**src/rtl/qrd_rls_feed_sched_if.sv**
```systemverilog
// Sample stream into the QRD-RLS feed scheduler: four regressor taps plus the
// desired signal, carried over a single valid/ready handshake.
interface qrd_rls_feed_sched_if #(
    parameter int DATA_LENGTH = 8
);
    // A sample transfers on a rising clk edge where s_valid && s_ready are both
    // high; the master holds s_valid and data stable until that edge, while
    // s_ready may change in any cycle without waiting for s_valid.
    logic                   s_valid;
    logic                   s_ready;
    logic [DATA_LENGTH-1:0] s_x0;
    logic [DATA_LENGTH-1:0] s_x1;
    logic [DATA_LENGTH-1:0] s_x2;
    logic [DATA_LENGTH-1:0] s_x3;
    logic [DATA_LENGTH-1:0] s_d;

    modport master (
        output s_valid, s_x0, s_x1, s_x2, s_x3, s_d,
        input  s_ready
    );

    modport slave (
        input  s_valid, s_x0, s_x1, s_x2, s_x3, s_d,
        output s_ready
    );
endinterface

```
**src/rtl/qrd_rls_feed_sched.sv**
```systemverilog
// Training-run sequencer in front of the 4x4 QRD-RLS systolic array: frames samples,
// drains the pipeline and tags valid error outputs. Optional accumulator: QRD_SCHED_ERRACC_EN.
module qrd_rls_feed_sched #(
    parameter int DATA_LENGTH = 8,
    parameter int PIPE_LAT    = 10,
    parameter int TRAIN_LEN   = 64,
    parameter int CNT_W       = 8
) (
    input  logic                         clk,
    input  logic                         rst_n,
    input  logic                         start,
    input  logic                         freeze,
    qrd_rls_feed_sched_if.slave          s,
    output logic [DATA_LENGTH-1:0]       arr_x0,
    output logic [DATA_LENGTH-1:0]       arr_x1,
    output logic [DATA_LENGTH-1:0]       arr_x2,
    output logic [DATA_LENGTH-1:0]       arr_x3,
    output logic [DATA_LENGTH-1:0]       arr_d,
    output logic                         arr_ready_in,
    input  logic [DATA_LENGTH-1:0]       error_in,
    output logic                         err_valid,
    output logic [DATA_LENGTH-1:0]       err_out,
    output logic [CNT_W-1:0]             sample_cnt,
    output logic                         busy,
    output logic                         done,
    output logic [DATA_LENGTH+CNT_W-1:0] err_acc,
    output logic [1:0]                   fsm_state
);

    typedef enum logic [1:0] {
        IDLE  = 2'd0,
        TRAIN = 2'd1,
        DRAIN = 2'd2,
        HOLD  = 2'd3
    } state_t;

    localparam int                 DRAIN_W   = $clog2(PIPE_LAT + 1);
    localparam logic [CNT_W-1:0]   LAST_CNT  = CNT_W'(TRAIN_LEN);
    localparam logic [DRAIN_W-1:0] DRAIN_END = DRAIN_W'(PIPE_LAT);

    state_t              state;
    logic [DRAIN_W-1:0]  drain_cnt;
    logic [PIPE_LAT-2:0] tag;
    logic [CNT_W-1:0]    cnt_next;
    logic                accept;
    logic                start_run;

    assign s.s_ready = (state == TRAIN) && !freeze;
    assign accept    = s.s_valid && s.s_ready;
    assign start_run = start && ((state == IDLE) || (state == HOLD));
    assign cnt_next  = sample_cnt + CNT_W'(1);
    assign busy      = (state == TRAIN) || (state == DRAIN);
    assign fsm_state = state;

    always_ff @(posedge clk) begin
        if (!rst_n) begin
            state        <= IDLE;
            drain_cnt    <= '0;
            sample_cnt   <= '0;
            done         <= 1'b0;
            arr_x0       <= '0;
            arr_x1       <= '0;
            arr_x2       <= '0;
            arr_x3       <= '0;
            arr_d        <= '0;
            arr_ready_in <= 1'b0;
        end else begin
            // Every cycle without an accepted sample feeds a zero bubble.
            arr_x0       <= '0;
            arr_x1       <= '0;
            arr_x2       <= '0;
            arr_x3       <= '0;
            arr_d        <= '0;
            arr_ready_in <= 1'b0;
            case (state)
                IDLE: begin
                    if (start_run) begin
                        state      <= TRAIN;
                        sample_cnt <= '0;
                    end
                end
                TRAIN: begin
                    if (accept) begin
                        arr_x0       <= s.s_x0;
                        arr_x1       <= s.s_x1;
                        arr_x2       <= s.s_x2;
                        arr_x3       <= s.s_x3;
                        arr_d        <= s.s_d;
                        arr_ready_in <= 1'b1;
                        sample_cnt   <= cnt_next;
                        if (cnt_next == LAST_CNT) begin
                            state     <= DRAIN;
                            drain_cnt <= '0;
                        end
                    end
                end
                DRAIN: begin
                    // PIPE_LAT+1 drain cycles so the final tagged error lands before HOLD.
                    if (drain_cnt == DRAIN_END) begin
                        state <= HOLD;
                        done  <= 1'b1;
                    end else begin
                        drain_cnt <= drain_cnt + DRAIN_W'(1);
                    end
                end
                HOLD: begin
                    if (start_run) begin
                        state      <= TRAIN;
                        sample_cnt <= '0;
                        done       <= 1'b0;
                    end
                end
                default: state <= IDLE;
            endcase
        end
    end

    // Tag shift register plus the err_valid stage gives a PIPE_LAT-deep delay of arr_ready_in.
    always_ff @(posedge clk) begin
        if (!rst_n) begin
            tag       <= '0;
            err_valid <= 1'b0;
            err_out   <= '0;
        end else begin
            tag[0] <= arr_ready_in;
            for (int i = 1; i < PIPE_LAT - 1; i++) begin
                tag[i] <= tag[i-1];
            end
            err_valid <= tag[PIPE_LAT-2];
            if (tag[PIPE_LAT-2]) begin
                err_out <= error_in;
            end
        end
    end

`ifdef QRD_SCHED_ERRACC_EN
    localparam int ACC_W = DATA_LENGTH + CNT_W;
    localparam int SUM_W = ACC_W + 1;

    logic [DATA_LENGTH-1:0] err_mag;
    logic [SUM_W-1:0]       acc_sum;

    // Two's complement magnitude; the most-negative code maps to 2^(DATA_LENGTH-1).
    assign err_mag = err_out[DATA_LENGTH-1] ? (~err_out + DATA_LENGTH'(1)) : err_out;
    assign acc_sum = {1'b0, err_acc} + SUM_W'(err_mag);

    always_ff @(posedge clk) begin
        if (!rst_n) begin
            err_acc <= '0;
        end else if (start_run) begin
            err_acc <= '0;
        end else if (err_valid) begin
            err_acc <= acc_sum[ACC_W] ? '1 : acc_sum[ACC_W-1:0];
        end
    end
`else
    assign err_acc = '0;
`endif

endmodule

```
**src/flat_wrapper.sv**
```systemverilog
// flat-port wrapper written by rule: the top's interface ports become plain ports
module qrd_rls_feed_sched_flat 
#(
    parameter int DATA_LENGTH = 8,
    parameter int PIPE_LAT    = 10,
    parameter int TRAIN_LEN   = 64,
    parameter int CNT_W       = 8
)
  (clk, rst_n, start, freeze, arr_x0, arr_x1, arr_x2, arr_x3, arr_d, arr_ready_in, error_in, err_valid, err_out, sample_cnt, busy, done, err_acc, fsm_state, s_s_valid, s_s_x0, s_s_x1, s_s_x2, s_s_x3, s_s_d, s_s_ready);
  qrd_rls_feed_sched_if #(.DATA_LENGTH(DATA_LENGTH)) s_i ();
  input  logic clk;
  input  logic rst_n;
  input  logic start;
  input  logic freeze;
  output logic [DATA_LENGTH-1:0] arr_x0;
  output logic [DATA_LENGTH-1:0] arr_x1;
  output logic [DATA_LENGTH-1:0] arr_x2;
  output logic [DATA_LENGTH-1:0] arr_x3;
  output logic [DATA_LENGTH-1:0] arr_d;
  output logic arr_ready_in;
  input  logic [DATA_LENGTH-1:0] error_in;
  output logic err_valid;
  output logic [DATA_LENGTH-1:0] err_out;
  output logic [CNT_W-1:0] sample_cnt;
  output logic busy;
  output logic done;
  output logic [DATA_LENGTH+CNT_W-1:0] err_acc;
  output logic [1:0] fsm_state;
  input wire logic [$bits(s_i.s_valid)-1:0] s_s_valid;
  input wire logic [$bits(s_i.s_x0)-1:0] s_s_x0;
  input wire logic [$bits(s_i.s_x1)-1:0] s_s_x1;
  input wire logic [$bits(s_i.s_x2)-1:0] s_s_x2;
  input wire logic [$bits(s_i.s_x3)-1:0] s_s_x3;
  input wire logic [$bits(s_i.s_d)-1:0] s_s_d;
  output wire logic [$bits(s_i.s_ready)-1:0] s_s_ready;
  assign s_i.s_valid = s_s_valid;
  assign s_i.s_x0 = s_s_x0;
  assign s_i.s_x1 = s_s_x1;
  assign s_i.s_x2 = s_s_x2;
  assign s_i.s_x3 = s_s_x3;
  assign s_i.s_d = s_s_d;
  assign s_s_ready = s_i.s_ready;
  qrd_rls_feed_sched #(.DATA_LENGTH(DATA_LENGTH), .PIPE_LAT(PIPE_LAT), .TRAIN_LEN(TRAIN_LEN), .CNT_W(CNT_W)) u_core (.clk(clk), .rst_n(rst_n), .start(start), .freeze(freeze), .s(s_i), .arr_x0(arr_x0), .arr_x1(arr_x1), .arr_x2(arr_x2), .arr_x3(arr_x3), .arr_d(arr_d), .arr_ready_in(arr_ready_in), .error_in(error_in), .err_valid(err_valid), .err_out(err_out), .sample_cnt(sample_cnt), .busy(busy), .done(done), .err_acc(err_acc), .fsm_state(fsm_state));
endmodule
```
**config.mk**
```make
export PLATFORM = sky130hd
export DESIGN_NAME = qrd_rls_feed_sched_flat
export DESIGN_NICKNAME = d
export VERILOG_FILES = /design/src/rtl/qrd_rls_feed_sched_if.sv /design/src/rtl/qrd_rls_feed_sched.sv /design/src/flat_wrapper.sv
export SDC_FILE = /design/constraint.sdc
export NUM_CORES = 1
export LEC_CHECK = 0
export CORE_MARGIN = 2
export CORE_UTILIZATION = 35
export DETAILED_ROUTE_END_ITERATION = 7
export MAX_ROUTING_LAYER = met4
export PLACE_DENSITY = 0.79
export SYNTH_ARGS = -nofsm -noshare
export SYNTH_HDL_FRONTEND = slang
export SYNTH_SLANG_ARGS = --single-unit
```
**constraint.sdc**
```tcl
create_clock -name clk -period 6.09 [get_ports clk]
set_clock_uncertainty 0.2 [all_clocks]
set_input_delay 1.218 -clock clk [delete_from_list [all_inputs] [get_ports clk]]
set_output_delay 1.218 -clock clk [all_outputs]
set_load 0.05 [all_outputs]
```
==> results.json <==
{
  "synth-seq-cells": 74,
  "grt_pass1_wl_mm": 9.266,
  "ys_types": 40,
  "yosysMostFrequentCell": "dfxtp_1",
  "crit_end": "s_s_ready",
  "cp.arrival_ns": 2.60,
  "regArea_um2": 1481,
  "worstPathRequired_ns": 4.67,
  "timing.final.crit_period_ns": 4.022,
  "grt_max_degree": 42,
  "critPathLaunch": "freeze",
  "dieArea_um2": 8676,
  "fillerInstances": 693,
  "synthCells": 271,
  "numCtsBuffers": 9,
  "slowest_stage": "clkdlybuf4s50_1",
  "min_period_over_period": 0.6605,
  "drcViolationCount": 0,
  "hold_slack_ns": 0.2303,
  "drv_slew": 0,
  "drt-pass1-iter-count": 4,
  "finalHoldViolations": 0,
  "worstPathMaxFanout": 2,
  "worst_slew_pin_slew_ns": 1.066,
  "antenna_found_initial": 0,
  "cts_sinks": 74,
  "path_clk_slew_ns": 0.08,
  "reg2reg_depth": 7,
  "grt_pass1_vias": 2013,
  "relSlewSlack": 0.2893,
  "status": "finished, final reports clean",
  "r2r-start": "u_core.fsm_state[0]",
  "die_x_um": 93.15,
  "gr-total-overflow": 0,
  "synth.area.top_cells": "dfxtp_1 53%, and2_1 11%, mux2i_1 5.0%",
  "ys_seq_area_frac": 0.5326,
  "fin_setup_tns_ns": 0,
  "dieHeight_um": 93.15,
  "routed_wl_mm": 5.788,
  "post-cts-setup-buffers": 0,
  "htree_levels": 3,
  "start_kind": "input pin",
  "rows": 32,
  "clockBufferDepth": 2,
  "diodes": 0,
  "crit_chain": "clkdlybuf4s50_1 > nor2b_1 > clkdlybuf4s50_1",
  "antenna_left": 0,
  "async_flop_share": 0,
  "utilization": 0.5332,
  "r2r_end": "u_core.sample_cnt[2]",
  "rsz0062_at_grt": "no",
  "synth_top_cell_by_area": "dfxtp_1",
  "yosysWarnings": 0,
  "placed_area_um2": 3929,
  "synthesis.area_um2": 2781,
  "reg2reg_slack_ns": 3.72,
  "grt_usage": 0.1422,
  "p_leak_nw": 1.558,
  "avgSynthCellArea_um2": 10.26,
  "setup_violations": 0,
  "ir_drop_mv": 0.1715,
  "drt-initial-drc-count": 49,
  "start_util": 0.3599,
  "multi_input_area_um2": 1146,
  "area_growth_pct": 48.13,
  "viasPerCell": 4.380,
  "layout-drive-gt1-share": 0.05670,
  "core_um2": 7727,
  "clk_latency_ns": 0.33,
  "pre_cts_ws_ns": 2.059,
  "nNetsFinal": 443,
  "synth.top_cells.by_count": "74 x dfxtp_1, 50 x and2_1, 17 x buf_4",
  "holdBufCountCts": 0,
  "cpMostUsedCell": "clkdlybuf4s50_1",
  "cap_violations": 0,
  "tritoncts": "done",
  "vias": 2146,
  "stdcell_area_um2": 4120,
  "hp-class": "reg -> reg",
  "fin_ws_ns": 2.068,
  "end_kind": "output port",
  "p_per_area_nw_per_um2": 315.8,
  "io_buffers": 115,
  "synth_ff_type": "dfxtp_1",
  "dpl.hpwl_mm": 4.337,
  "clock.fmax_mhz": 248.6,
  "ctsRootBufferMaster": "clkbuf_8",
  "ios": 132,
  "crit_type": "in -> out",
  "wl_per_cell_um": 11.81,
  "synth-edff-count": 0,
  "routabilityCongestion": 0.8649,
  "max_stage_delay_ns": 0.82,
  "cts_resized": 0,
  "synth_top_area_share": 0.5326
}
layer usage:
layer	track usage	wire [um]	part of all wire	up-vias
met5	-	0	0	-
met4	0.05270	70	0.012	0
met3	0.06849	542	0.094	6
met2	0.2168	2667	0.46	91
met1	0.1628	2508	0.43	965
li1	-	-	-	1084
logic make-up (layout without fill, tap and decap cells):
logic type / count (synthesis) / in the layout / share of synthesized area
fa+ha+maj: 6 / 6 / 0.02699
other cells: 1 / 16 / 0.001348
xor+xnor: 2 / 2 / 0.006299
buf+inv: 33 / 135 / 0.07557
mux: 14 / 14 / 0.05038
compound gates: 29 / 29 / 0.07152
flops: 74 / 74 / 0.5326
simple gates: 112 / 112 / 0.2353
stage by stage:
stage / total power, W / instances
2_1_floorplan: 0.0008464 / 286
3_3_place_gp: 0.0009428 / 475
3_5_place_dp: 0.0009500 / 475
4_1_cts: 0.001323 / 490
5_1_grt: 0.001378 / 490
6_report: 0.001301 / 490
layout make-up:
type                            count  share of cell area
Clock buffer                        9             0.03006
Inverter                            4            0.003644
Multi-Input combinational cell    179              0.2782
Tap cell                          102             0.03097
Sequential cell                    74              0.3596
Clock inverter                      6             0.01640
Timing Repair Buffer              116              0.2812
power breakdown:
group | internal [W] | switching [W]
combinational | 0.000150 | 0.000257
clock | 0.000188 | 0.000176
sequential | 0.000507 | 0.0000228
worst max-delay path, delay by kind of cell:
| kind | cells | cell delay, ns |
|---|---|---|
| buf+inv | 2 | 1.24 |
| simple gates | 1 | 0.15 |
flip-flops by register name, summed over array words and instances, names as in the netlist:
register and flops:
u_core.arr_ready_in 1, u_core.arr_x2 8, u_core.sample_cnt 8, u_core.tag 9, u_core.done 1, u_core.arr_x0 8, u_core.err_valid 1, u_core.arr_x3 8
u_core.fsm_state 2, u_core.arr_x1 8, u_core.drain_cnt 4, u_core.err_out 8, u_core.arr_d 8
cell usage in the layout, fill, tap and decap left out, types with 6 or more instances in the layout:
cell	netlist	routed
o21ai_0	9	9
dfxtp_1	74	74
clkbuf_8	0	9
ha_1	6	6
nand2_1	15	15
clkdlybuf4s50_1	0	115
nor2b_1	13	13
nor2_1	8	8
mux2i_1	14	14
and2_1	50	50
nand3_1	7	7
conb_1	1	16
worst min path at each step:
stage,startpoint,end,slack (ns),cells past startpoint
2_1_floorplan,u_core.tag[0],u_core.tag[1],0.21,1
3_3_place_gp,u_core.tag[4],u_core.tag[5],0.21,1
3_5_place_dp,u_core.tag[2],u_core.tag[3],0.22,1
4_1_cts,u_core.tag[3],u_core.tag[4],0.23,1
5_1_grt,u_core.tag[2],u_core.tag[3],0.25,1
6_report,u_core.tag[3],u_core.tag[4],0.23,1
Power figures use the tool's default switching activity.
